==> src/rtl/rom_stream_pkg.sv <==
// rom_stream_pkg: shared types and constants for the ROM burst streamer.
// Holds the burst FSM state enum, burst mode codes and default ROM words.
package rom_stream_pkg;

   typedef enum logic {
      IDLE  = 1'b0,
      BURST = 1'b1
   } state_t;

   localparam logic MODE_INCR  = 1'b0;
   localparam logic MODE_FIXED = 1'b1;

   localparam logic [31:0] ROM_W0 = 32'hDEADBEEF;
   localparam logic [31:0] ROM_W1 = 32'h12345678;
   localparam logic [31:0] ROM_W2 = 32'hABCDEF01;

endpackage

==> src/rtl/rom_stream_fifo.sv <==
// rom_stream_fifo: 2-entry synchronous FIFO holding {data, last, err} beats.
// Ports: clk, rst (async high), i_push/i_din, i_pop, o_valid/o_dout.
module rom_stream_fifo #(
   parameter int W = 34
) (
   input  logic         clk,
   input  logic         rst,
   input  logic         i_push,
   input  logic [W-1:0] i_din,
   input  logic         i_pop,
   output logic         o_valid,
   output logic [W-1:0] o_dout
);

   logic [W-1:0] r_mem [2];
   logic         r_wp;
   logic         r_rp;
   logic [1:0]   r_cnt;
   logic         w_push;
   logic         w_pop;

   assign w_pop  = i_pop && (r_cnt != 2'd0);
   assign w_push = i_push && (r_cnt != 2'd2);

   always_ff @(posedge clk or posedge rst) begin
      if (rst) begin
         r_wp  <= 1'b0;
         r_rp  <= 1'b0;
         r_cnt <= 2'd0;
      end else begin
         if (w_push) r_wp <= ~r_wp;
         if (w_pop)  r_rp <= ~r_rp;
         r_cnt <= r_cnt + 2'(w_push) - 2'(w_pop);
      end
   end

   // Storage needs no reset: the output is gated by occupancy.
   always_ff @(posedge clk) begin
      if (w_push) r_mem[r_wp] <= i_din;
   end

   assign o_valid = (r_cnt != 2'd0);
   assign o_dout  = o_valid ? r_mem[r_rp] : '0;

endmodule

==> src/rtl/rom_stream.sv <==
// rom_stream: read-only ROM with a valid/ready burst request port and a
// valid/ready beat output. Ports: clk, rst (async high), req_* request
// (addr, len = beats-1, fixed mode), rd_* beat stream (data/last/err), busy.
module rom_stream
   import rom_stream_pkg::*;
#(
   parameter int    ADDR_WIDTH = 8,
   parameter int    DATA_WIDTH = 32,
   parameter int    DEPTH      = 256,
   parameter int    LEN_WIDTH  = 4,
   parameter string INIT_FILE  = ""
) (
   input  logic                  clk,
   input  logic                  rst,
   input  logic                  req_valid,
   output logic                  req_ready,
   input  logic [ADDR_WIDTH-1:0] req_addr,
   input  logic [LEN_WIDTH-1:0]  req_len,
   input  logic                  req_fixed,
   output logic                  rd_valid,
   input  logic                  rd_ready,
   output logic [DATA_WIDTH-1:0] rd_data,
   output logic                  rd_last,
   output logic                  rd_err,
   output logic                  busy
);

   localparam int FW = DATA_WIDTH + 2;
   localparam logic [ADDR_WIDTH:0] DEPTH_W = (ADDR_WIDTH+1)'(DEPTH);

   function automatic logic [DATA_WIDTH-1:0] dflt_word(
      input logic [ADDR_WIDTH-1:0] a
   );
      logic [DATA_WIDTH-1:0] w;
      w = DATA_WIDTH'(a);
      if (a == ADDR_WIDTH'(0)) w = DATA_WIDTH'(ROM_W0);
      else if (a == ADDR_WIDTH'(1)) w = DATA_WIDTH'(ROM_W1);
      else if (a == ADDR_WIDTH'(2)) w = DATA_WIDTH'(ROM_W2);
      return w;
   endfunction

   state_t                r_state;
   logic                  r_req_ready;
   logic [ADDR_WIDTH-1:0] r_addr;
   logic [LEN_WIDTH-1:0]  r_len;
   logic [LEN_WIDTH-1:0]  r_beat;
   logic                  r_fixed;
   logic [1:0]            r_credit;

   logic                  w_issue;
   logic                  w_last_issue;
   logic                  w_err;
   logic                  w_pop;
   logic [DATA_WIDTH-1:0] w_word;
   logic [FW-1:0]         w_din;
   logic [FW-1:0]         w_dout;
   logic                  w_fvalid;

   assign w_word = dflt_word(r_addr);

   // A credit is one free FIFO slot not yet claimed by an issued read;
   // the read issued this cycle lands in the FIFO at the next edge.
   assign w_issue      = (r_state == BURST) && (r_credit != 2'd0);
   assign w_last_issue = w_issue && (r_beat == r_len);
   assign w_err        = ({1'b0, r_addr} >= DEPTH_W);
   assign w_pop        = w_fvalid && rd_ready;
   assign w_din        = {(w_err ? '0 : w_word), w_last_issue, w_err};

   always_ff @(posedge clk or posedge rst) begin
      if (rst) begin
         r_state     <= IDLE;
         r_req_ready <= 1'b0;
         r_addr      <= '0;
         r_len       <= '0;
         r_beat      <= '0;
         r_fixed     <= MODE_INCR;
      end else begin
         unique case (r_state)
            IDLE: begin
               r_req_ready <= 1'b1;
               if (req_valid && r_req_ready) begin
                  r_addr      <= req_addr;
                  r_len       <= req_len;
                  r_beat      <= '0;
                  r_fixed     <= req_fixed ? MODE_FIXED : MODE_INCR;
                  r_state     <= BURST;
                  r_req_ready <= 1'b0;
               end
            end
            BURST: begin
               if (w_issue) begin
                  r_beat <= r_beat + 1'b1;
                  if (r_fixed == MODE_INCR) r_addr <= r_addr + 1'b1;
                  if (w_last_issue) begin
                     r_state     <= IDLE;
                     r_req_ready <= 1'b1;
                  end
               end
            end
            default: r_state <= IDLE;
         endcase
      end
   end

   always_ff @(posedge clk or posedge rst) begin
      if (rst) r_credit <= 2'd2;
      else     r_credit <= r_credit - 2'(w_issue) + 2'(w_pop);
   end

   rom_stream_fifo #(.W(FW)) u_fifo (
      .clk     (clk),
      .rst     (rst),
      .i_push  (w_issue),
      .i_din   (w_din),
      .i_pop   (w_pop),
      .o_valid (w_fvalid),
      .o_dout  (w_dout)
   );

   assign req_ready = r_req_ready;
   assign rd_valid  = w_fvalid;
   assign rd_data   = w_dout[FW-1:2];
   assign rd_last   = w_dout[1];
   assign rd_err    = w_dout[0];
   assign busy      = (r_state == BURST) || w_fvalid;

endmodule
==> config.mk <==
export PLATFORM = sky130hd
export DESIGN_NAME = rom_stream
export DESIGN_NICKNAME = d
export VERILOG_FILES = /design/src/rtl/rom_stream_pkg.sv /design/src/rtl/rom_stream_fifo.sv /design/src/rtl/rom_stream.sv
export SDC_FILE = /design/constraint.sdc
export NUM_CORES = 1
export LEC_CHECK = 0
export ABC_AREA = 1
export CAP_MARGIN = 20
export CORE_ASPECT_RATIO = 1.25
export CORE_UTILIZATION = 25
export CTS_CLUSTER_DIAMETER = 200
export DETAILED_ROUTE_END_ITERATION = 7
export DONT_BUFFER_PORTS = 1
export PLACE_DENSITY = 0.42
export SLEW_MARGIN = 20
export SYNTH_ARGS = -nofsm -noshare
export SYNTH_HDL_FRONTEND = slang
export SYNTH_HIERARCHICAL = 1
export SYNTH_SLANG_ARGS = --single-unit
==> constraint.sdc <==
create_clock -name clk -period 3.4 [get_ports clk]
set_input_delay 0.17 -clock clk [delete_from_list [all_inputs] [get_ports clk]]
set_output_delay 0.17 -clock clk [all_outputs]
set_load 0.02 [all_outputs]
==> reports/summary.json <==
{
  "clocking": {
    "worst_skew_pair.late_latency_ns": 0.34,
    "ctsResizeCount": 0,
    "cts_sinks": 93,
    "cts.htree.levels": 3,
    "cts-hold-fix-buffers": 7,
    "tritoncts": "built",
    "cts_buffers": 9,
    "max-clock-path-buffers": 2,
    "cts_root_buffer": "sky130_fd_sc_hd__clkbuf_16",
    "cts.reportedPaths.clkPinSlew_ns": 0.07,
    "cts_setup_buffers": 0
  },
  "final_layout": {
    "flow.area_growth_from_synthesis_pct": 13.53,
    "layout.cells.most_common": "sky130_fd_sc_hd__nand2_1",
    "most-common-layout-cells": "138 x sky130_fd_sc_hd__nand2_1, 68 x sky130_fd_sc_hd__edfxtp_1, 24 x sky130_fd_sc_hd__inv_1, 24 x sky130_fd_sc_hd__dfrtp_1, 22 x sky130_fd_sc_hd__a21oi_2",
    "number_of_nets_at_the_end_of_the_flow": 437,
    "fillCellCount": 1762,
    "finish.instance_area_mm2": 0.004838,
    "final_core_util": 0.2884,
    "multiInputGateArea_mm2": 0.001358,
    "layout-drive-gt1-share": 0.1607,
    "insertedDiodeCount": 0,
    "layout.area.seq_mm2": 0.002669,
    "finalNonFillerCells": 637
  },
  "sta": {
    "grt_setup_unrepaired": "no",
    "final.period_utilization": 0.6729,
    "final.setup_skew_ns": 0.006184,
    "period_minus_slack_ns": 2.288,
    "maxClockFrequency_ghz": 0.4371,
    "setup_slack_ns": 1.112,
    "setup-violations-final": 0,
    "tns_ns": 0,
    "finalHoldViolCount": 0,
    "final_max_slew_viol_count": 0,
    "timing_worst_slew_pin_value_ns": 0.8356,
    "slew-limit-headroom": 0.4430
  },
  "critical_path": {
    "timing.critical_path.fanout_max": 21,
    "critical_path.cell_chain": "buf_4, nand2_1, a21oi_1",
    "arrival_time_worst_endpoint_ns": 2.12,
    "critical_path.max_stage_delay_ns": 0.89,
    "crit_slowest_cell": "sky130_fd_sc_hd__dfrtp_1",
    "end_kind": "primary output",
    "cp-start-kind": "flop",
    "r2r_setup_slack_ns": 1.28,
    "worstPathRequired_ns": 3.23,
    "worst_setup_path_class": "reg -> out"
  },
  "run": {
    "count_of_max_cap_constraint_violations": 0
  },
  "placement": {
    "place.gp.congestion": 0.6758,
    "detailed_place_hpwl_mm": 5.915,
    "place.detailed.instances": 614,
    "portBuffers": 0,
    "dpl-instance-area_mm2": 0.004463,
    "preCtsSetupSlack_ns": 1.253
  },
  "synthesis": {
    "syn-mean-instance-area_um2": 10.68,
    "yosys.cell_types.count": 31,
    "syn-cell-area_mm2": 0.004262,
    "yosysSeqAreaShare": 0.6262,
    "syn_warnings": 6,
    "ys_ff_latch": 93,
    "syn-instance-count": 399
  },
  "power_and_ir_drop": {
    "cellLeakagePower_uw": 0.001951,
    "power_switching_share": 0.4422,
    "power_frac_comb": 0.414,
    "power.share.clock": 0.191,
    "seq_power_share": 0.395,
    "vdd.ir_drop.worst_mv": 0.4230,
    "power_switching_uw": 2405,
    "p_per_area_mw_per_mm2": 1124,
    "cellInternalPower_uw": 3034
  },
  "status": {
    "run_status": "finished clean"
  },
  "route": {
    "detailroute.via_count": 2628,
    "firstDrtPassIters": 4,
    "number_of_drc_markers_after_the_initial_detailed_route_iteration": 181,
    "drcViolationCount": 0,
    "routed_via_density": 4.126,
    "drt-total-wl_mm": 8.819,
    "drt.antenna.violating_nets": 0,
    "wire_per_inst_um": 13.84
  },
  "grt": {
    "grt_start_max_net_pins": 36,
    "grt_pass1_vias": 2664,
    "grt_first_pass_wirelength_mm": 14.54,
    "gr-total-overflow": 0,
    "grt_antenna_before_repair": 0,
    "grt_use_total": 0.1089
  },
  "floorplanning": {
    "horizontal_die_dimension_um": 118.8,
    "die_h_um": 148.0,
    "ios": 54,
    "floorplan.die_area_mm2": 0.01758,
    "placementRows": 53,
    "initial_utilization": 0.2540,
    "core_area_mm2": 0.01678
  },
  "hold_path": {
    "hp-class": "in -> reg"
  }
}
path summary, 6_finish.rpt:
| kind | start | to | depth (start not counted) |
|---|---|---|---|
| max | u_fifo/r_rp$_DFFE_PP0P_ | rd_data[4] | 3 |
| min | req_valid | r_state$_DFF_PP0_ | 2 |
| max reg2reg | r_state$_DFF_PP0_ | u_fifo/r_mem[0][17]$_DFFE_PP_ | 5 |
| min reg2reg | r_len[3]$_DFFE_PP0P_ | r_len[3]$_DFFE_PP0P_ | 2 |
| max in group asynchronous | rst | r_addr[5]$_DFFE_PP0P_ | 2 |
| min in group asynchronous | rst | u_fifo/r_cnt[0]$_DFF_PP0_ | 2 |
registers in the layout, indices dropped and copies added (netlist names):
register and flops:
r_addr 8, r_state 1, req_ready 1, r_len 4
r_beat 4, u_fifo/r_cnt 2, r_credit 2, u_fifo/r_wp 1
u_fifo/r_mem 68, u_fifo/r_rp 1, r_fixed 1
power by group through the flow:
stage	sequential [uW]	combinational [uW]	clock, uW
3_3_place_gp	2180	2280	0
2_1_floorplan	2070	1970	0
3_5_place_dp	2180	2300	0
5_1_grt	2210	2560	1120
4_1_cts	2160	2320	1070
6_report	2150	2250	1040
stage by stage:
| step | hold slack, ns | power [uW] |
|---|---|---|
| after floorplan | -0.06392 | 4039 |
| after global placement | -0.03841 | 4461 |
| after detailed placement | -0.04121 | 4480 |
| after CTS | 0.04172 | 5545 |
| after global routing | 0.05088 | 5885 |
| final | 0.06067 | 5439 |
layer usage:
layer  track usage  up-vias  part of all wire
met1        0.1328     1239              0.46
met4       0.03608        0            0.0082
met2        0.1787       54              0.48
li1              -     1328                 -
met5             0        -                 0
met3       0.03858        7             0.052
cell families (layout without fill, tap and decap cells):
family,Yosys count,count (layout),share of synthesized area
simple gates,191,191,0.1882
other cells,1,4,0.0008800
fa+ha+maj,8,8,0.02349
flops,93,93,0.6263
xor+xnor,8,8,0.01644
mux,1,1,0.002349
buf+inv,45,60,0.06078
compound gates,52,52,0.08162
worst max-delay path: cells and delay by family, from the launching register on:
kind	cells	cell delay, ns
DFF	1	0.89
AOI/OAI and AO/OA	1	0.47
buffers and inverters	1	0.35
and+or+nand+nor	1	0.07
synth_stat cells:
cell                         n  share of area
sky130_fd_sc_hd__buf_6      11          0.029
sky130_fd_sc_hd__mux2i_1     1         0.0023
sky130_fd_sc_hd__a21boi_1    1         0.0018
sky130_fd_sc_hd__a21oi_1    16          0.019
sky130_fd_sc_hd__inv_1      24          0.021
sky130_fd_sc_hd__conb_1      1        0.00088
sky130_fd_sc_hd__edfxtp_1   68           0.48
sky130_fd_sc_hd__clkbuf_1    1        0.00088
sky130_fd_sc_hd__nand3_1    13          0.015
sky130_fd_sc_hd__inv_8       1         0.0026
sky130_fd_sc_hd__inv_2       8         0.0070
sky130_fd_sc_hd__nor2_1     22          0.019
sky130_fd_sc_hd__nor2_2      4         0.0059
sky130_fd_sc_hd__nor2_4      1         0.0026
sky130_fd_sc_hd__nor3_1      1         0.0012
sky130_fd_sc_hd__xnor2_1     4         0.0082
sky130_fd_sc_hd__nand2_2     6         0.0088
sky130_fd_sc_hd__o21ai_0     8         0.0094
sky130_fd_sc_hd__xor2_1      4         0.0082
sky130_fd_sc_hd__o21ai_1     4         0.0047
sky130_fd_sc_hd__o21a_1      1         0.0018
sky130_fd_sc_hd__nand2_1   138           0.12
sky130_fd_sc_hd__nand2_4     1         0.0026
sky130_fd_sc_hd__nand3_4     1         0.0041
sky130_fd_sc_hd__dfstp_2     1         0.0062
sky130_fd_sc_hd__a21oi_2    22          0.045
sky130_fd_sc_hd__nand4_1     2         0.0029
sky130_fd_sc_hd__or2_2       1         0.0015
sky130_fd_sc_hd__nand3_2     1         0.0023
sky130_fd_sc_hd__dfrtp_1    24           0.14
sky130_fd_sc_hd__ha_1        8          0.023
area by class of cell:
class                           count  share of cell area
Sequential cell                    93              0.5516
Inverter                           33             0.02715
Clock buffer                        9             0.04655
Tap cell                          220             0.05689
Timing Repair Buffer               11             0.02069
Multi-Input combinational cell    264              0.2806
Clock inverter                      7             0.01655
Power figures use the tool's default switching activity.
